===== config.mk =====
export PLATFORM = sky130hd
export DESIGN_NAME = fft_column_sequencer
export DESIGN_NICKNAME = d
export VERILOG_FILES = /design/src/rtl/fft_seq_pkg.sv /design/src/rtl/fft_wr_delay.sv /design/src/rtl/fft_column_sequencer.sv
export SDC_FILE = /design/constraint.sdc
export NUM_CORES = 1
export LEC_CHECK = 0
export BUFFER_PORTS_ARGS = -buffer_cell sky130_fd_sc_hd__buf_2
export CAP_MARGIN = 30
export CORE_MARGIN = 1.5
export CORE_UTILIZATION = 40
export DETAILED_ROUTE_END_ITERATION = 8
export MAX_ROUTING_LAYER = met4
export PLACE_DENSITY = 0.66
export SYNTH_ARGS = -nofsm -noshare
export SYNTH_HDL_FRONTEND = slang
export SYNTH_SLANG_ARGS = --single-unit

===== constraint.sdc =====
create_clock -name clk -period 2.15 [get_ports clk]
set_clock_uncertainty 0.15 [all_clocks]
set_input_delay 0.3225 -clock clk [delete_from_list [all_inputs] [get_ports clk]]
set_output_delay 0.3225 -clock clk [all_outputs]
set_load 0.02 [all_outputs]

===== src/rtl/fft_seq_pkg.sv =====
// Shared types and constants for the FFT column sequencer.
// The drain length keeps column c+1 from reading results column c has not written yet.
package fft_seq_pkg;

    typedef enum logic [1:0] {
        ST_IDLE  = 2'd0,
        ST_ISSUE = 2'd1,
        ST_DRAIN = 2'd2,
        ST_DONE  = 2'd3
    } state_e;

    localparam int NSLOT  = 4;
    localparam int SLOT_W = 2;
    localparam int COL_W  = 3;
    localparam int DRN_W  = 2;

    // Drain cycles between columns: at least one, otherwise the MAC latency.
    function automatic int drain_len(input int mac_lat);
        return (mac_lat > 1) ? mac_lat : 1;
    endfunction

endpackage


===== src/rtl/fft_wr_delay.sv =====
// Delays the issue tuple {valid, col, slot} by LAT cycles to form the write strobe.
// LAT=0 is a pure pass-through; flush clears every stage on the next edge.
module fft_wr_delay
    import fft_seq_pkg::*;
#(
    parameter int LAT = 1
) (
    input  logic              clk,
    input  logic              reset,
    input  logic              flush,
    input  logic              in_valid,
    input  logic [COL_W-1:0]  in_col,
    input  logic [SLOT_W-1:0] in_slot,
    output logic              out_valid,
    output logic [COL_W-1:0]  out_col,
    output logic [SLOT_W-1:0] out_slot
);

    localparam int W = 1 + COL_W + SLOT_W;

    generate
        if (LAT == 0) begin : g_pass
            logic unused_pass;
            assign unused_pass = &{1'b0, clk, reset, flush};
            assign {out_valid, out_col, out_slot} = {in_valid, in_col, in_slot};
        end else begin : g_pipe
            logic [W-1:0] pipe_q [LAT];
            logic [W-1:0] pipe_d [LAT];

            always_comb begin
                for (int i = 0; i < LAT; i++) begin
                    pipe_d[i] = '0;
                end
                if (!flush) begin
                    pipe_d[0] = {in_valid, in_col, in_slot};
                    for (int i = 1; i < LAT; i++) begin
                        pipe_d[i] = pipe_q[i-1];
                    end
                end
            end

            always_ff @(posedge clk or negedge reset) begin
                if (!reset) begin
                    for (int i = 0; i < LAT; i++) begin
                        pipe_q[i] <= '0;
                    end
                end else begin
                    for (int i = 0; i < LAT; i++) begin
                        pipe_q[i] <= pipe_d[i];
                    end
                end
            end

            assign {out_valid, out_col, out_slot} = pipe_q[LAT-1];
        end
    endgenerate

endmodule


===== src/rtl/fft_column_sequencer.sv =====
// Steps the shared 4-MAC column engine through all FFT columns, inserting
// drain bubbles between columns and ping-ponging the column buffers.
module fft_column_sequencer
    import fft_seq_pkg::*;
#(
    parameter int NCOL    = 5,
    parameter int MAC_LAT = 1
) (
    input  logic       clk,
    input  logic       reset,
    input  logic       start_valid,
    output logic       start_ready,
    output logic       out_valid,
    input  logic       out_ready,
    input  logic       abort,
    output logic       busy,
    output logic       mac_en,
    output logic [1:0] mac_sel,
    output logic [2:0] col_sel,
    output logic       wr_en,
    output logic [2:0] wr_col,
    output logic [1:0] wr_slot,
    output logic       buf_sel
);

    localparam int                D         = drain_len(MAC_LAT);
    localparam logic [DRN_W-1:0]  DRN_LOAD  = DRN_W'(D - 1);
    localparam logic [COL_W-1:0]  COL_LAST  = COL_W'(NCOL - 1);
    localparam logic [SLOT_W-1:0] SLOT_LAST = SLOT_W'(NSLOT - 1);

    state_e              state_q, state_d;
    logic [COL_W-1:0]    col_q, col_d;
    logic [SLOT_W-1:0]   slot_q, slot_d;
    logic [DRN_W-1:0]    drn_q, drn_d;
    logic                buf_q, buf_d;
    logic                start_ready_q, start_ready_d;
    logic                out_valid_q, out_valid_d;
    logic                mac_en_q, mac_en_d;
    logic [SLOT_W-1:0]   mac_sel_q, mac_sel_d;
    logic [COL_W-1:0]    col_sel_q, col_sel_d;

    always_comb begin
        state_d = state_q;
        col_d   = col_q;
        slot_d  = slot_q;
        drn_d   = drn_q;
        buf_d   = buf_q;

        case (state_q)
            ST_IDLE: begin
                if (start_valid) begin
                    state_d = ST_ISSUE;
                    col_d   = '0;
                    slot_d  = '0;
                    buf_d   = 1'b0;
                end
            end
            ST_ISSUE: begin
                if (slot_q == SLOT_LAST) begin
                    state_d = ST_DRAIN;
                    slot_d  = '0;
                    drn_d   = DRN_LOAD;
                end else begin
                    slot_d = slot_q + 1'b1;
                end
            end
            ST_DRAIN: begin
                if (drn_q == '0) begin
                    if (col_q == COL_LAST) begin
                        state_d = ST_DONE;
                    end else begin
                        // Final column keeps buf_sel so it points at the result bank.
                        state_d = ST_ISSUE;
                        col_d   = col_q + 1'b1;
                        buf_d   = ~buf_q;
                    end
                end else begin
                    drn_d = drn_q - 1'b1;
                end
            end
            ST_DONE: begin
                if (out_ready) begin
                    state_d = ST_IDLE;
                end
            end
            default: state_d = ST_IDLE;
        endcase

        if (abort) begin
            state_d = ST_IDLE;
            col_d   = '0;
            slot_d  = '0;
            drn_d   = '0;
            buf_d   = 1'b0;
        end

        // Outputs are registered from the next state so they line up with state_q.
        start_ready_d = (state_d == ST_IDLE);
        out_valid_d   = (state_d == ST_DONE);
        mac_en_d      = (state_d == ST_ISSUE);
        mac_sel_d     = mac_en_d ? slot_d : '0;
        col_sel_d     = mac_en_d ? col_d  : '0;
    end

    always_ff @(posedge clk or negedge reset) begin
        if (!reset) begin
            state_q       <= ST_IDLE;
            col_q         <= '0;
            slot_q        <= '0;
            drn_q         <= '0;
            buf_q         <= 1'b0;
            start_ready_q <= 1'b1;
            out_valid_q   <= 1'b0;
            mac_en_q      <= 1'b0;
            mac_sel_q     <= '0;
            col_sel_q     <= '0;
        end else begin
            state_q       <= state_d;
            col_q         <= col_d;
            slot_q        <= slot_d;
            drn_q         <= drn_d;
            buf_q         <= buf_d;
            start_ready_q <= start_ready_d;
            out_valid_q   <= out_valid_d;
            mac_en_q      <= mac_en_d;
            mac_sel_q     <= mac_sel_d;
            col_sel_q     <= col_sel_d;
        end
    end

    fft_wr_delay #(
        .LAT (MAC_LAT)
    ) u_wr_delay (
        .clk       (clk),
        .reset     (reset),
        .flush     (abort),
        .in_valid  (mac_en_q),
        .in_col    (col_sel_q),
        .in_slot   (mac_sel_q),
        .out_valid (wr_en),
        .out_col   (wr_col),
        .out_slot  (wr_slot)
    );

    assign start_ready = start_ready_q;
    assign out_valid   = out_valid_q;
    assign busy        = (state_q != ST_IDLE);
    assign mac_en      = mac_en_q;
    assign mac_sel     = mac_sel_q;
    assign col_sel     = col_sel_q;
    assign buf_sel     = buf_q;

endmodule

==> reports/results.txt, run 1 <==
Fin nets: 141
H-tree depth: 1
VDD IR max: 0.8662 mV
CTS Buffer Depth: 2
RSZ-0062 raised after global routing: false
Crit path largest cell delay: 0.68 ns
# setup viols final: 0
Status: finished clean
Final hold vios: 0
Avg Inst Size Synth: 10.64 um^2
Top_reg_cell synth: dfrtp_1
CTS tree: done
CP Class: flip-flop to output pin
Mapped Nets: 120
Minimum clock period: 1.880 ns
Critical Path Sink Type: output pin
Most frequent cells in the layout: dfrtp_1, buf_2, inv_1, nor2b_1, nand2_1
Sequential share of the synthesized area: 0.5144
Row cnt: 19
Post-DRT Antenna Nets: 0
Placed Area: 1282 um^2
Cells after DPL: 156
Gpl congestion: 0.9599
CP Data Arrival Time: 1.41 ns
Layout cell share with drive strength beyond 1: 0.2385
Commonest non-fill, non-tap cell in the layout: dfrtp_1
Max-cap violations: 0
Worst-Margin Slew: 0.5212 ns
First-pass GRT wire length: 3.608 mm
Area growth from synthesis to layout: 14.97%
Worst Hold Depth: 3
Clock Tree Root: clkbuf_4
Worst Path Buf+Inv: 2
Crit-path max FO: 18
CTS Buf Count: 3
CORE AREA: 2758 um^2
Worst hold slack: 0.1451 ns
DR WL/cell: 12.68 um
GRT Util Overall: 0.1471
Levels on crit path: 3
PortBufs: 20
CTS sink cnt: 24
Vias per cell: 5.286
Worst EP required: 1.68 ns
Die height: 57.08 um
Post-DP HPWL: 1.453 mm
Tightest Hold Check Type: input port to flip-flop
Initial core utilization: 0.4242
Final worst path period share: 0.8744
Reg2Reg Setup Slack: 0.29 ns
Post-Route Setup TNS: 0 ns
Yosys warning total: 0
Async S/R FF share, synth: 1.000
Cts repair resizes: 0
CP Launch Type: flip-flop
Final wirelength: 2.041 mm
Clock-pin transition on the worst setup and hold timing paths: 0.13 ns
Mapped Cells: 110
Post-route cell area: 1345 um^2
Largest net degree at the start of global routing: 25
Path depth of the worst reg2reg path: 5
Number of library cell types mapped by synthesis: 36
Critical Path, Cell by Cell: inv_1, nand2_1, buf_2
Final Slew Violations: 0
Delay-heaviest family, CP: flip-flops
Non-Filler Instances: 161
Pleak: 0.6414 nW
DIE WIDTH: 57.08 um
Die area: 3258 um^2
Vias in the first global route: 833
Max Fclk: 531.9 MHz
Clock insertion delay at the later pin of the skew report: 0.31 ns
DRC Markers: 0
Critical-path top delay cell: dfrtp_1
GRT Residual Overflow: 0
DRT Pass-1 Iters: 4
Slew headroom: 0.6525
N_diodes: 0
Post-layout power: 0.8694 mW
IO Count: 21
Cell Area, Synth: 1170 um^2
Yosys reg bits: 24
Antenna violations before repair: 0
Number of synthesized flops with an enable pin: 0
Initial DRC Count: 14
Power Density: 646.4 nW/um^2
Routed vias: 851
==> path summary, 6_finish.rpt <==
kind,start,endpoint
min reg2reg,mac_sel[1],u_wr_delay.g_pipe.pipe_q[1]
max reg2reg,drn_q[0],drn_q[1]
min,out_ready,out_valid
min in group asynchronous,reset,col_q[1]
max,state_q[0],busy
max in group asynchronous,reset,start_ready
==> cell families after synthesis <==
kind of cell / after synthesis / share of synthesized area
simple gates: 39 / 0.1957
flops: 24 / 0.5144
compound gates: 25 / 0.1529
buf+inv: 13 / 0.04812
mux: 4 / 0.03529
fa+ha+maj: 5 / 0.05348
==> metal layers <==
layer / vias up / track usage / share of wire
met1: 398 / 0.1742 / 0.48
met2: 21 / 0.2430 / 0.45
met5: - / - / 0
met4: 0 / 0.02658 / 0.0049
met3: 2 / 0.05442 / 0.062
li1: 430 / - / -
==> cells in the mapped netlist, types with 4 or more instances <==
cell type / instances / area [um^2]
nand2b_1: 4 / 25.02
nor2_1: 5 / 18.77
inv_1: 8 / 30.03
o21ai_0: 4 / 20.02
nand2_1: 7 / 26.28
dfrtp_1: 23 / 575.6
a21oi_1: 5 / 25.02
nand3_1: 6 / 30.03
ha_1: 5 / 62.56
nor2b_1: 8 / 50.05
==> what timing repair did <==
action,CTS,global route
hold endpoints to repair,23,0
setup endpoints to repair,0,0
setup buffers,0,0
hold buffers,1,0
==> cell type report <==
class	count	area, um^2
clock buffer	3	22.52
multi-input combinational	73	511.7
timing repair buffer	21	110.1
tap	31	38.79
inverter	8	30.03
fill	251	1413
sequential	24	601.8
clock inverter	1	30.03
==> where the power goes <==
group          total [mW]  switching (mW)  internal [mW]
logic              0.0767          0.0498         0.0269
registers           0.473          0.0108          0.462
clock network       0.320           0.131          0.188
total               0.869           0.192          0.677
==> stage by stage <==
stage	setup slack [ns]	util
3_5_place_dp	0.3171	0.4651
6_report	0.2701	0.4878
2_1_floorplan	0.4447	-
4_1_cts	0.2540	0.4878
5_1_grt	0.06239	0.4878
3_3_place_gp	0.3245	0.4651
==> worst register-to-register path, stage by stage (launching register included) <==
cell      delay, ns
dfrtp_1        0.38
inv_1          0.11
ha_1           0.29
nor3b_1        0.08
a211oi_1       0.38
mux2_2         0.38
==> sequential cells by signal, indices dropped and copies added (netlist names) <==
signal                    flops
slot_q                        2
state_q                       2
mac_en                        1
start_ready                   1
col_q                         3
mac_sel                       2
u_wr_delay.g_pipe.pipe_q      6
col_sel                       3
drn_q                         2
buf_sel                       1
out_valid                     1
No activity file was read; power rests on OpenSTA's default activity.
==> run 2: changes to the inputs <==
--- a/config.mk
+++ b/config.mk
@@ -7,11 +7,12 @@
 export LEC_CHECK = 0
 export BUFFER_PORTS_ARGS = -buffer_cell sky130_fd_sc_hd__buf_2
 export CAP_MARGIN = 30
-export CORE_MARGIN = 1.5
-export CORE_UTILIZATION = 40
+export CORE_MARGIN = 5
+export CORE_UTILIZATION = 53
 export DETAILED_ROUTE_END_ITERATION = 8
 export MAX_ROUTING_LAYER = met4
-export PLACE_DENSITY = 0.66
+export PLACE_DENSITY = 0.83
 export SYNTH_ARGS = -nofsm -noshare
 export SYNTH_HDL_FRONTEND = slang
+export SYNTH_HIERARCHICAL = 1
 export SYNTH_SLANG_ARGS = --single-unit
==> run 2 against run 1 <==
  * Clock power down 27%
  * Final area fell by 6.9%
  * Final cell count down 9.9%
==> reports/results.txt, run 2 <==
CTS Buf Count: 3
Min-delay src: abort
Max-cap violations: 0
Routed vias: 778
Yosys warning total: 6
Sequential share of the synthesized area: 0.5510
Number of synthesized flops with an enable pin: 0
Die area: 3069 um^2
Clock power frac: 0.298
Post-layout power: 0.7882 mW
Number of library cell types mapped by synthesis: 35
DIE WIDTH: 55.40 um
Row cnt: 16
Area growth from synthesis to layout: 14.66%
Post-DRT Antenna Nets: 0
Die height: 55.40 um
Non-Filler Instances: 145
Cts repair resizes: 0
GRT Util Overall: 0.1588
Post-route cell area: 1252 um^2
Layout cell share with drive strength beyond 1: 0.2966
Crit-path max FO: 13
Largest Register: u_wr_delay/g_pipe.pipe_q
Cells after DPL: 140
Final Slew Violations: 0
IO Count: 21
Worst-Margin Slew: 0.5113 ns
Vias per cell: 5.366
Largest net degree at the start of global routing: 25
Dpl ws: 0.2835 ns
DR WL/cell: 13.85 um
RSZ-0062 raised after global routing: false
Placed Area: 1206 um^2
Final worst path period share: 0.8865
Sw frac: 0.2420
# setup viols final: 0
Crit path setup slack, layout: 0.2440 ns
Yosys reg bits: 24
Worst Setup SP: state_q[1]
Fin nets: 129
CTS sink cnt: 24
VDD IR max: 0.5523 mV
Power Density: 629.3 nW/um^2
Part of the power in registers: 0.605
Pleak: 0.6333 nW
DRT Pass-1 Iters: 4
Most numerous cell in the Yosys netlist: dfrtp_1
Post-Route Setup TNS: 0 ns
Clock insertion delay at the later pin of the skew report: 0.31 ns
Initial core utilization: 0.5568
CP Launch Type: flip-flop
Max reg flops: 6
Most frequent cells in the layout: dfrtp_1, buf_2, nor2b_1, nor2_1
Commonest non-fill, non-tap cell in the layout: dfrtp_1
H-tree depth: 1
Post-DP HPWL: 1.487 mm
Mapped Nets: 106
Final Util: 0.6384
CORE AREA: 1962 um^2
CP Class: flip-flop to flip-flop
Largest area contributor in the netlist: dfrtp_1
Int Pwr: 0.5975 mW
PortBufs: 20
Worst hold slack: 0.2146 ns
N_diodes: 0
Top_reg_cell synth: dfrtp_1
Avg Inst Size Synth: 11.38 um^2
Critical Path Sink Type: flip-flop
GRT Residual Overflow: 0
Antenna violations before repair: 0
Top cells by count, synth: dfrtp_1, nor2b_1, nor2_1
Final wirelength: 2.008 mm
Comb pwr share: 0.097
Clock Tree Root: clkbuf_4
Cell Area, Synth: 1092 um^2
Final hold vios: 0
Max Fclk: 524.7 MHz
CTS tree: done
Slew headroom: 0.6591
CTS Buffer Depth: 2
Initial DRC Count: 8
Worst EP required: 2.26 ns
Gpl congestion: 0.8564
Largest cells by area after synthesis: dfrtp_1, ha_1, nor2b_1, mux2_2, nor2_1
Post-synth top area share: 0.5269
Launch point of the worst reg-to-reg path: state_q[1]
DRC Markers: 0
Vias in the first global route: 871
NetSw: 0.1907 mW
Status: finished clean
Async S/R FF share, synth: 1.000
First-pass GRT wire length: 3.795 mm
Mapped Cells: 96
CP Data Arrival Time: 2.01 ns
Tightest Hold Check Type: input port to flip-flop
Clock-pin transition on the worst setup and hold timing paths: 0.12 ns
Minimum clock period: 1.906 ns
[run 2: worst paths after layout]
path,end,slack [ns],cells past startpoint
max in group asynchronous,start_ready,1.15,2
setup / recovery,col_sel[2],0.24,3
min in group asynchronous,state_q[0],0.34,2
hold reg to reg,u_wr_delay/g_pipe.pipe_q[5],0.36,1
hold / removal,u_wr_delay/g_pipe.pipe_q[5],0.21,2
setup reg to reg,col_sel[2],0.24,3
[run 2: cell type report]
type,count,area [um^2]
multi-input cells,64,451.7
fillers,156,709.4
well taps,27,33.78
inverters,5,18.77
repair buffers,21,110.1
flip-flops and latches,24,601.8
clock buffers,4,36.28
[run 2: kinds of logic (layout without fill, tap and decap cells)]
| logic type | after synthesis | in the layout | share of synthesized area |
|---|---|---|---|
| buf+inv | 8 | 30 | 0.03549 |
| mux | 4 | 4 | 0.04009 |
| fa+ha+maj | 5 | 5 | 0.05727 |
| simple gates | 35 | 35 | 0.1833 |
| compound gates | 20 | 20 | 0.1329 |
| flops | 24 | 24 | 0.5510 |
[run 2: layer usage]
metal	share of wire	wire, um	track usage	up-vias
li1	-	-	-	376
met3	0.068	136	0.06760	7
met5	0	0	-	-
met4	0.021	42	0.08681	0
met1	0.43	871	0.1777	372
met2	0.48	957	0.2382	23
[run 2: critical path: stages (launching register included)]
cell	delay [ns]
dfrtp_1	0.60
or3b_4	0.47
or4_4	0.50
a21boi_2	0.12
[run 2: repair_timing]
item / 4_1_cts / 5_1_grt
hold buffers: 1 / 0
hold endpoints to repair: 23 / 0
buffers inserted: 0 / 0
[run 2: power by group through the flow]
stage	clock network (mW)	logic (mW)	registers, mW
after floorplan	0	0.0407	0.490
after global placement	0	0.0740	0.485
after detailed placement	0	0.0752	0.485
after CTS	0.244	0.0773	0.477
after global routing	0.266	0.0846	0.480
final	0.235	0.0763	0.477
